==> src/rtl/rs485_phy_if_pkg.sv <==
// Shared definitions for the RS485 physical-side conditioning stage: turnaround FSM encoding,
// default line timing and counter sizing helpers.
package rs485_phy_if_pkg;

  typedef logic [1:0] ta_state_t;

  localparam ta_state_t ST_IDLE  = 2'd0;
  localparam ta_state_t ST_TX    = 2'd1;
  localparam ta_state_t ST_HOLD  = 2'd2;
  localparam ta_state_t ST_BLANK = 2'd3;

  localparam int unsigned DEF_CLK_FREQ   = 50000000;
  localparam int unsigned DEF_BAUD_RATE  = 115200;
  localparam int unsigned DEF_BREAK_BITS = 11;
  localparam int unsigned BIT_CYC        = DEF_CLK_FREQ / DEF_BAUD_RATE;
  localparam int unsigned BREAK_CYC      = DEF_BREAK_BITS * BIT_CYC;

  // Bits needed to hold values 0..max_val inclusive.
  function automatic int unsigned cnt_width(input int unsigned max_val);
    return (max_val < 2) ? 1 : $clog2(max_val + 1);
  endfunction

  localparam int unsigned BRK_W  = cnt_width(BREAK_CYC);
  localparam int unsigned TCNT_W = cnt_width(BIT_CYC);

endpackage

==> src/rtl/rs485_phy_if_if.sv <==
// Bundle of transceiver pins and slave-core side signals around rs485_phy_if.
// slave: the conditioning stage itself; master: the pins/core environment.
interface rs485_phy_if_if;

  logic        pin_rx;
  logic        pin_tx;
  logic        pin_de;
  logic        pin_re_n;
  logic        core_tx;
  logic        core_oe;
  logic        core_rx;
  logic        tx_active;
  logic        line_break;
  logic [15:0] glitch_cnt;
  logic        collision;
  logic [7:0]  collision_cnt;

  modport slave (
    input  pin_rx, core_tx, core_oe,
    output pin_tx, pin_de, pin_re_n, core_rx, tx_active, line_break, glitch_cnt,
           collision, collision_cnt
  );

  modport master (
    output pin_rx, core_tx, core_oe,
    input  pin_tx, pin_de, pin_re_n, core_rx, tx_active, line_break, glitch_cnt,
           collision, collision_cnt
  );

endinterface

==> src/rtl/rs485_rx_filter.sv <==
// Two-flop synchronizer plus persistence filter for the RS485 receive line; short pulses are
// rejected and counted in a saturating glitch counter.
module rs485_rx_filter #(
  parameter int unsigned FILT_LEN = 4
) (
  input  logic        clk_in,
  input  logic        rst_n_in,
  input  logic        rx_i,
  output logic        filt_o,
  output logic [15:0] glitch_cnt_o
);

  localparam logic [3:0] CntLast = 4'(FILT_LEN - 1);

  logic        s1_q, s2_q;
  logic        filt_q, filt_d;
  logic [3:0]  cnt_q, cnt_d;
  logic [15:0] glitch_q, glitch_d;

  always_comb begin
    filt_d   = filt_q;
    cnt_d    = cnt_q;
    glitch_d = glitch_q;
    if (s2_q != filt_q) begin
      if (cnt_q == CntLast) begin
        filt_d = s2_q;
        cnt_d  = '0;
      end else begin
        cnt_d = cnt_q + 4'd1;
      end
    end else if (cnt_q != '0) begin
      // Level returned before persisting long enough: a rejected glitch.
      cnt_d = '0;
      if (glitch_q != 16'hFFFF) glitch_d = glitch_q + 16'd1;
    end
  end

  always_ff @(posedge clk_in or negedge rst_n_in) begin
    if (!rst_n_in) begin
      s1_q     <= 1'b1;
      s2_q     <= 1'b1;
      filt_q   <= 1'b1;
      cnt_q    <= '0;
      glitch_q <= '0;
    end else begin
      s1_q     <= rx_i;
      s2_q     <= s1_q;
      filt_q   <= filt_d;
      cnt_q    <= cnt_d;
      glitch_q <= glitch_d;
    end
  end

  assign filt_o       = filt_q;
  assign glitch_cnt_o = glitch_q;

endmodule

==> src/rtl/rs485_phy_if.sv <==
// RS485 pin conditioning: rx filtering, DE turnaround with echo blanking and break detection.
// Define RS485_ECHO_CHECK_EN to keep the receiver on while driving and flag echo collisions.
module rs485_phy_if
  import rs485_phy_if_pkg::*;
#(
  parameter int unsigned CLK_FREQ   = DEF_CLK_FREQ,
  parameter int unsigned BAUD_RATE  = DEF_BAUD_RATE,
  parameter int unsigned FILT_LEN   = 4,
  parameter int unsigned HOLD_CYC   = (CLK_FREQ / BAUD_RATE) / 2,
  parameter int unsigned BLANK_CYC  = CLK_FREQ / BAUD_RATE,
  parameter int unsigned BREAK_BITS = DEF_BREAK_BITS
) (
  input  logic          clk_in,
  input  logic          rst_n_in,
  rs485_phy_if_if.slave bus_io
);

  localparam int unsigned BitCyc   = CLK_FREQ / BAUD_RATE;
  localparam int unsigned BreakCyc = BREAK_BITS * BitCyc;
  localparam int unsigned BrkW     = cnt_width(BreakCyc);
  localparam int unsigned TcntW    = cnt_width((HOLD_CYC > BLANK_CYC) ? HOLD_CYC : BLANK_CYC);

  logic filt;

  rs485_rx_filter #(
    .FILT_LEN (FILT_LEN)
  ) u_rx_filter (
    .clk_in       (clk_in),
    .rst_n_in     (rst_n_in),
    .rx_i         (bus_io.pin_rx),
    .filt_o       (filt),
    .glitch_cnt_o (bus_io.glitch_cnt)
  );

  ta_state_t        state_q, state_d;
  logic [TcntW-1:0] tcnt_q, tcnt_d;
  logic             blank;

  always_comb begin
    state_d = state_q;
    tcnt_d  = tcnt_q;
    case (state_q)
      ST_IDLE: if (bus_io.core_oe) state_d = ST_TX;
      ST_TX: begin
        if (!bus_io.core_oe) begin
          state_d = ST_HOLD;
          tcnt_d  = TcntW'(HOLD_CYC - 1);
        end
      end
      ST_HOLD: begin
        if (bus_io.core_oe) begin
          state_d = ST_TX;
        end else if (tcnt_q == '0) begin
          state_d = ST_BLANK;
          tcnt_d  = TcntW'(BLANK_CYC - 1);
        end else begin
          tcnt_d = tcnt_q - 1'b1;
        end
      end
      ST_BLANK: begin
        if (bus_io.core_oe) begin
          state_d = ST_TX;
        end else if (tcnt_q == '0) begin
          state_d = ST_IDLE;
        end else begin
          tcnt_d = tcnt_q - 1'b1;
        end
      end
      default: state_d = ST_IDLE;
    endcase
  end

  assign blank = (state_q != ST_IDLE);

  logic pin_de_q, pin_tx_q, core_rx_q;
  logic [BrkW-1:0] brk_q, brk_d;
  logic line_break_q, line_break_d;

  // Break counter is held clear while blanked so our own transmission never looks like a break.
  always_comb begin
    brk_d        = brk_q;
    line_break_d = 1'b0;
    if (blank || filt) begin
      brk_d = '0;
    end else if (brk_q != BrkW'(BreakCyc)) begin
      brk_d        = brk_q + 1'b1;
      line_break_d = (brk_q == BrkW'(BreakCyc - 1));
    end
  end

  always_ff @(posedge clk_in or negedge rst_n_in) begin
    if (!rst_n_in) begin
      state_q      <= ST_IDLE;
      tcnt_q       <= '0;
      pin_de_q     <= 1'b0;
      pin_tx_q     <= 1'b1;
      core_rx_q    <= 1'b1;
      brk_q        <= '0;
      line_break_q <= 1'b0;
    end else begin
      state_q      <= state_d;
      tcnt_q       <= tcnt_d;
      pin_de_q     <= (state_d == ST_TX) || (state_d == ST_HOLD);
      pin_tx_q     <= (state_d == ST_TX) ? bus_io.core_tx : 1'b1;
      core_rx_q    <= blank ? 1'b1 : filt;
      brk_q        <= brk_d;
      line_break_q <= line_break_d;
    end
  end

  assign bus_io.pin_de     = pin_de_q;
  assign bus_io.pin_tx     = pin_tx_q;
  assign bus_io.core_rx    = core_rx_q;
  assign bus_io.tx_active  = blank;
  assign bus_io.line_break = line_break_q;

`ifdef RS485_ECHO_CHECK_EN
  localparam int unsigned DlyLen  = 2 + FILT_LEN;
  localparam int unsigned CollCyc = BitCyc / 4;
  localparam int unsigned MisW    = cnt_width(CollCyc);

  // Delay matches the pin-to-filt latency so the echo lines up with what we drove.
  logic [DlyLen-1:0] dly_q;
  logic [MisW-1:0]   mis_q, mis_d;
  logic              coll_q, coll_d;
  logic [7:0]        coll_cnt_q, coll_cnt_d;
  logic              mismatch;

  assign mismatch = (state_q == ST_TX) && (filt != dly_q[DlyLen-1]);

  always_comb begin
    mis_d      = '0;
    coll_d     = 1'b0;
    coll_cnt_d = coll_cnt_q;
    if (mismatch) begin
      mis_d = (mis_q == MisW'(CollCyc)) ? mis_q : mis_q + 1'b1;
      if (mis_q == MisW'(CollCyc - 1)) begin
        coll_d = 1'b1;
        if (coll_cnt_q != 8'hFF) coll_cnt_d = coll_cnt_q + 8'd1;
      end
    end
  end

  always_ff @(posedge clk_in or negedge rst_n_in) begin
    if (!rst_n_in) begin
      dly_q      <= '1;
      mis_q      <= '0;
      coll_q     <= 1'b0;
      coll_cnt_q <= '0;
    end else begin
      dly_q      <= {dly_q[DlyLen-2:0], pin_tx_q};
      mis_q      <= mis_d;
      coll_q     <= coll_d;
      coll_cnt_q <= coll_cnt_d;
    end
  end

  assign bus_io.pin_re_n      = 1'b0;
  assign bus_io.collision     = coll_q;
  assign bus_io.collision_cnt = coll_cnt_q;
`else
  assign bus_io.pin_re_n      = pin_de_q;
  assign bus_io.collision     = 1'b0;
  assign bus_io.collision_cnt = 8'h00;
`endif

endmodule
==> src/flat_wrapper.sv <==
// flat-port wrapper written by rule: the top's interface ports become plain ports
module rs485_phy_if_flat import rs485_phy_if_pkg::*;
#(
  parameter int unsigned CLK_FREQ   = DEF_CLK_FREQ,
  parameter int unsigned BAUD_RATE  = DEF_BAUD_RATE,
  parameter int unsigned FILT_LEN   = 4,
  parameter int unsigned HOLD_CYC   = (CLK_FREQ / BAUD_RATE) / 2,
  parameter int unsigned BLANK_CYC  = CLK_FREQ / BAUD_RATE,
  parameter int unsigned BREAK_BITS = DEF_BREAK_BITS
)
  (clk_in, rst_n_in, bus_io_pin_rx, bus_io_core_tx, bus_io_core_oe, bus_io_pin_tx, bus_io_pin_de, bus_io_pin_re_n, bus_io_core_rx, bus_io_tx_active, bus_io_line_break, bus_io_glitch_cnt, bus_io_collision, bus_io_collision_cnt);
  rs485_phy_if_if bus_io_i ();
  input  logic clk_in;
  input  logic rst_n_in;
  input wire logic [$bits(bus_io_i.pin_rx)-1:0] bus_io_pin_rx;
  input wire logic [$bits(bus_io_i.core_tx)-1:0] bus_io_core_tx;
  input wire logic [$bits(bus_io_i.core_oe)-1:0] bus_io_core_oe;
  output wire logic [$bits(bus_io_i.pin_tx)-1:0] bus_io_pin_tx;
  output wire logic [$bits(bus_io_i.pin_de)-1:0] bus_io_pin_de;
  output wire logic [$bits(bus_io_i.pin_re_n)-1:0] bus_io_pin_re_n;
  output wire logic [$bits(bus_io_i.core_rx)-1:0] bus_io_core_rx;
  output wire logic [$bits(bus_io_i.tx_active)-1:0] bus_io_tx_active;
  output wire logic [$bits(bus_io_i.line_break)-1:0] bus_io_line_break;
  output wire logic [$bits(bus_io_i.glitch_cnt)-1:0] bus_io_glitch_cnt;
  output wire logic [$bits(bus_io_i.collision)-1:0] bus_io_collision;
  output wire logic [$bits(bus_io_i.collision_cnt)-1:0] bus_io_collision_cnt;
  assign bus_io_i.pin_rx = bus_io_pin_rx;
  assign bus_io_i.core_tx = bus_io_core_tx;
  assign bus_io_i.core_oe = bus_io_core_oe;
  assign bus_io_pin_tx = bus_io_i.pin_tx;
  assign bus_io_pin_de = bus_io_i.pin_de;
  assign bus_io_pin_re_n = bus_io_i.pin_re_n;
  assign bus_io_core_rx = bus_io_i.core_rx;
  assign bus_io_tx_active = bus_io_i.tx_active;
  assign bus_io_line_break = bus_io_i.line_break;
  assign bus_io_glitch_cnt = bus_io_i.glitch_cnt;
  assign bus_io_collision = bus_io_i.collision;
  assign bus_io_collision_cnt = bus_io_i.collision_cnt;
  rs485_phy_if #(.CLK_FREQ(CLK_FREQ), .BAUD_RATE(BAUD_RATE), .FILT_LEN(FILT_LEN), .HOLD_CYC(HOLD_CYC), .BLANK_CYC(BLANK_CYC), .BREAK_BITS(BREAK_BITS)) u_core (.clk_in(clk_in), .rst_n_in(rst_n_in), .bus_io(bus_io_i));
endmodule
==> config.mk <==
export PLATFORM = sky130hd
export DESIGN_NAME = rs485_phy_if_flat
export DESIGN_NICKNAME = d
export VERILOG_FILES = /design/src/rtl/rs485_phy_if_pkg.sv /design/src/rtl/rs485_phy_if_if.sv /design/src/rtl/rs485_rx_filter.sv /design/src/rtl/rs485_phy_if.sv /design/src/flat_wrapper.sv
export SDC_FILE = /design/constraint.sdc
export NUM_CORES = 1
export LEC_CHECK = 0
export BUFFER_PORTS_ARGS = -buffer_cell sky130_fd_sc_hd__buf_2
export CAP_MARGIN = 20
export CORE_UTILIZATION = 36
export CTS_BUF_LIST = sky130_fd_sc_hd__clkbuf_16
export DETAILED_ROUTE_END_ITERATION = 16
export PLACE_DENSITY_LB_ADDON = 0.12
export RECOVER_POWER = 100
export SLEW_MARGIN = 20
export SYNTH_ARGS = -nofsm -noshare
export SYNTH_HDL_FRONTEND = slang
export SYNTH_SLANG_ARGS = --single-unit
==> constraint.sdc <==
create_clock -name clk_in -period 3.1 [get_ports clk_in]
set_input_delay 0.93 -clock clk_in [delete_from_list [all_inputs] [get_ports clk_in]]
set_output_delay 0.93 -clock clk_in [all_outputs]
set_load 0.01 [all_outputs]
==> results.sh <==
export IMPL_status="finished, final reports clean"
export IMPL_grt_pass1_vias=1891
export IMPL_htree_levels=2
export IMPL_die_x_um=88.8
export IMPL_pin_count=36
export IMPL_startpoint="u_core.brk_q[8]$_DFFE_PN0P_"
export IMPL_num_vias=1973
export IMPL_drc=0
export IMPL_layout_drive_gt1_share_pct=9.09
export IMPL_clkLatencyLatePin_ns=0.28
export IMPL_relSlewSlack_pct=9.21
export IMPL_grt_busiest_layer="met2"
export IMPL_cts_setup_buffers=0
export IMPL_post_dp_hpwl_um=3630
export IMPL_post_route_min_period_ns=2.37
export IMPL_p_leak_nw=1.21
export IMPL_num_rows=31
export IMPL_ys_ff_latch=51
export IMPL_fin_nets=309
export IMPL_fp_dieH_um=88.8
export IMPL_holdBufCountCts=0
export IMPL_powerDensity_nw_per_um2=600
export IMPL_layout_commonest_cell="dfrtp_1"
export IMPL_fin_crit_sh_pct=76.5
export IMPL_worstMarginPinSlew_ns=1.36
export IMPL_use_met1_pct=20.0
export IMPL_fin_setup_tns_ns=0
export IMPL_max_freq_mhz=421
export IMPL_track_usage_pct=14.7
export IMPL_antenna_cells=0
export IMPL_first_iter_violations=81
export IMPL_initial_core_util_pct=37.4
export IMPL_ant_nets=0
export IMPL_grtUsageMet3_pct=3.08
export IMPL_met2_usage_pct=23.1
export IMPL_fillers=755
export IMPL_final_cell_mix="dfrtp_1, clkbuf_1, nor2_1"
export IMPL_rsz0062_at_grt="false"
export IMPL_grt_antenna_before_repair=0
export IMPL_post_synth_num_cell_types=54
export IMPL_r2r_slack_ns=0.73
export IMPL_synthCells=267
export IMPL_drt_pass1_iter_count=4
export IMPL_syn_avg_cell_area_um2=10.2
export IMPL_core_um2=7250
export IMPL_cts_tree="yes"
export IMPL_ys_flop_type="dfrtp_1"
export IMPL_grt_max_degree=24
export IMPL_cts_resized=0
export IMPL_clkTransAtPathRegs_ns=0.06
export IMPL_cts_max_path_buffers=2
export IMPL_r2r_start="u_core.brk_q[8]$_DFFE_PN0P_"
export IMPL_slew_viol_final=0
export IMPL_crit_type="flip-flop to flip-flop"
export IMPL_post_drt_wl_per_cell_um=12.9
export IMPL_synth_seq_area_share_pct=47.3
export IMPL_hold_class="flip-flop to flip-flop"
export IMPL_start_kind="flip-flop"
export IMPL_worstSetupEndpointType="flip-flop"
export IMPL_netlist_area_um2=2710
export IMPL_synth_edf_count=0
export IMPL_finalHoldViolCount=0
export IMPL_path_max_fanout=6
export IMPL_hold_start="u_core.u_rx_filter.s1_q$_DFF_PN1_"
export IMPL_async_reset_ff_share_pct=100
export IMPL_vdd_drop_max_mv=0.257
export IMPL_arrival_ns=2.56
export IMPL_cts_root_buf="clkbuf_16"
export IMPL_fin_hold_ws_ns=0.358
export IMPL_wl_um=5110
export IMPL_cts_sinks=51
export IMPL_grt_overflow_total=0
export IMPL_area_delta_synth_final_pct=10.2
export IMPL_critPathRequiredTime_ns=3.29
export IMPL_grt_pass1_wl_um=9000
export IMPL_place_gp_congestion=0.808
export IMPL_die_area_um2=7890
export IMPL_io_buffers=26
export IMPL_yosysWarnings=0
export IMPL_finalSetupViolations=0
export IMPL_viasPerCell=4.98
export IMPL_worst_clock_skew_ns=0.00622
export IMPL_cts_buffers=5
export IMPL_cap_violations=0
==> flip-flops by register name (all words and copies together), names as in the netlist <==
register                         cells
u_core.bus_io.pin_tx                 1
u_core.tcnt_q                        9
u_core.u_rx_filter.cnt_q             4
u_core.bus_io.pin_de                 1
u_core.u_rx_filter.s2_q              1
u_core.u_rx_filter.glitch_cnt_o     16
u_core.bus_io.line_break             1
u_core.state_q                       2
u_core.u_rx_filter.s1_q              1
u_core.bus_io.core_rx                1
u_core.u_rx_filter.filt_o            1
u_core.brk_q                        13
==> critical path: stages, from the launching register on <==
cell	delay, ns
dfrtp_1	0.43
or4b_2	0.68
nor4_1	0.81
nor2b_1	0.10
a211oi_1	0.25
==> power by group <==
part / total (mW) / internal (mW) / switching (mW)
Clock: 0.528 / 0.294 / 0.234
Combinational: 0.375 / 0.158 / 0.217
Sequential: 0.890 / 0.761 / 0.130
==> cell families after synthesis <==
logic type | count (synthesis) | synth area share, %
AO/OA/AOI/OAI | 41 | 9.64
XOR/XNOR | 19 | 6.13
adder cells (fa/ha/maj) | 8 | 3.69
buffers and inverters | 27 | 5.12
flip-flops | 51 | 47.3
multiplexers | 9 | 3.64
other | 1 | 0.138
AND/OR/NAND/NOR | 111 | 24.4
==> stage by stage <==
step	std cells	utilization (%)	power (mW)	setup slack, ns	area, um^2
floorplan	275	-	1.17	1.12	2740
global placement	388	40.3	1.30	0.971	2920
detailed placement	388	40.3	1.30	0.953	2920
CTS	396	42.2	1.84	0.878	3060
global route	396	41.2	1.92	0.446	2990
finish	396	41.2	1.79	0.727	2990
==> synthesized netlist by cell type (5+ instances only) <==
master / count / area [um^2]
nor3_1: 9 / 45.0
nor2_1: 22 / 82.6
and3_1: 6 / 37.5
dfstp_2: 5 / 131
a21oi_1: 10 / 50.1
nand2_1: 17 / 63.8
nand3_1: 15 / 75.1
nand2b_1: 8 / 50.1
o21ai_0: 9 / 45.0
dfrtp_1: 46 / 1150
buf_4: 10 / 75.1
ha_1: 8 / 100
nand4_1: 7 / 43.8
inv_1: 13 / 48.8
mux2_2: 7 / 78.8
xnor2_1: 15 / 131
==> path summary, 6_finish.rpt <==
path	endpoint	cells after the start
worst max-delay path	u_core.brk_q[1]$_DFFE_PN0P_	4
worst min-delay path	u_core.u_rx_filter.s2_q$_DFF_PN1_	0
worst max register to register	u_core.brk_q[1]$_DFFE_PN0P_	4
worst min register to register	u_core.u_rx_filter.s2_q$_DFF_PN1_	0
max in group asynchronous	u_core.bus_io.pin_de$_DFF_PN0_	2
min in group asynchronous	u_core.u_rx_filter.glitch_cnt_o[7]$_DFFE_PN0P_	1
==> cell type report <==
type | count | area [um^2] | share of cell area (%)
timing repair buffer | 28 | 109 | 3.64
clock buffer | 5 | 125 | 4.19
sequential | 51 | 1280 | 42.9
clock inverter | 3 | 15.0 | 0.502
multi-input combinational | 197 | 1280 | 43.0
tap | 99 | 124 | 4.14
inverter | 13 | 48.8 | 1.63
==> per-layer routing <==
layer	share of wire (%)	wire [um]	vias to the layer above
li1	-	-	994
met1	50	2560	938
met2	45	2300	36
met3	3.5	181	5
met4	1.2	63	0
met5	0	0	-
No activity file was read; power rests on OpenSTA's default activity.
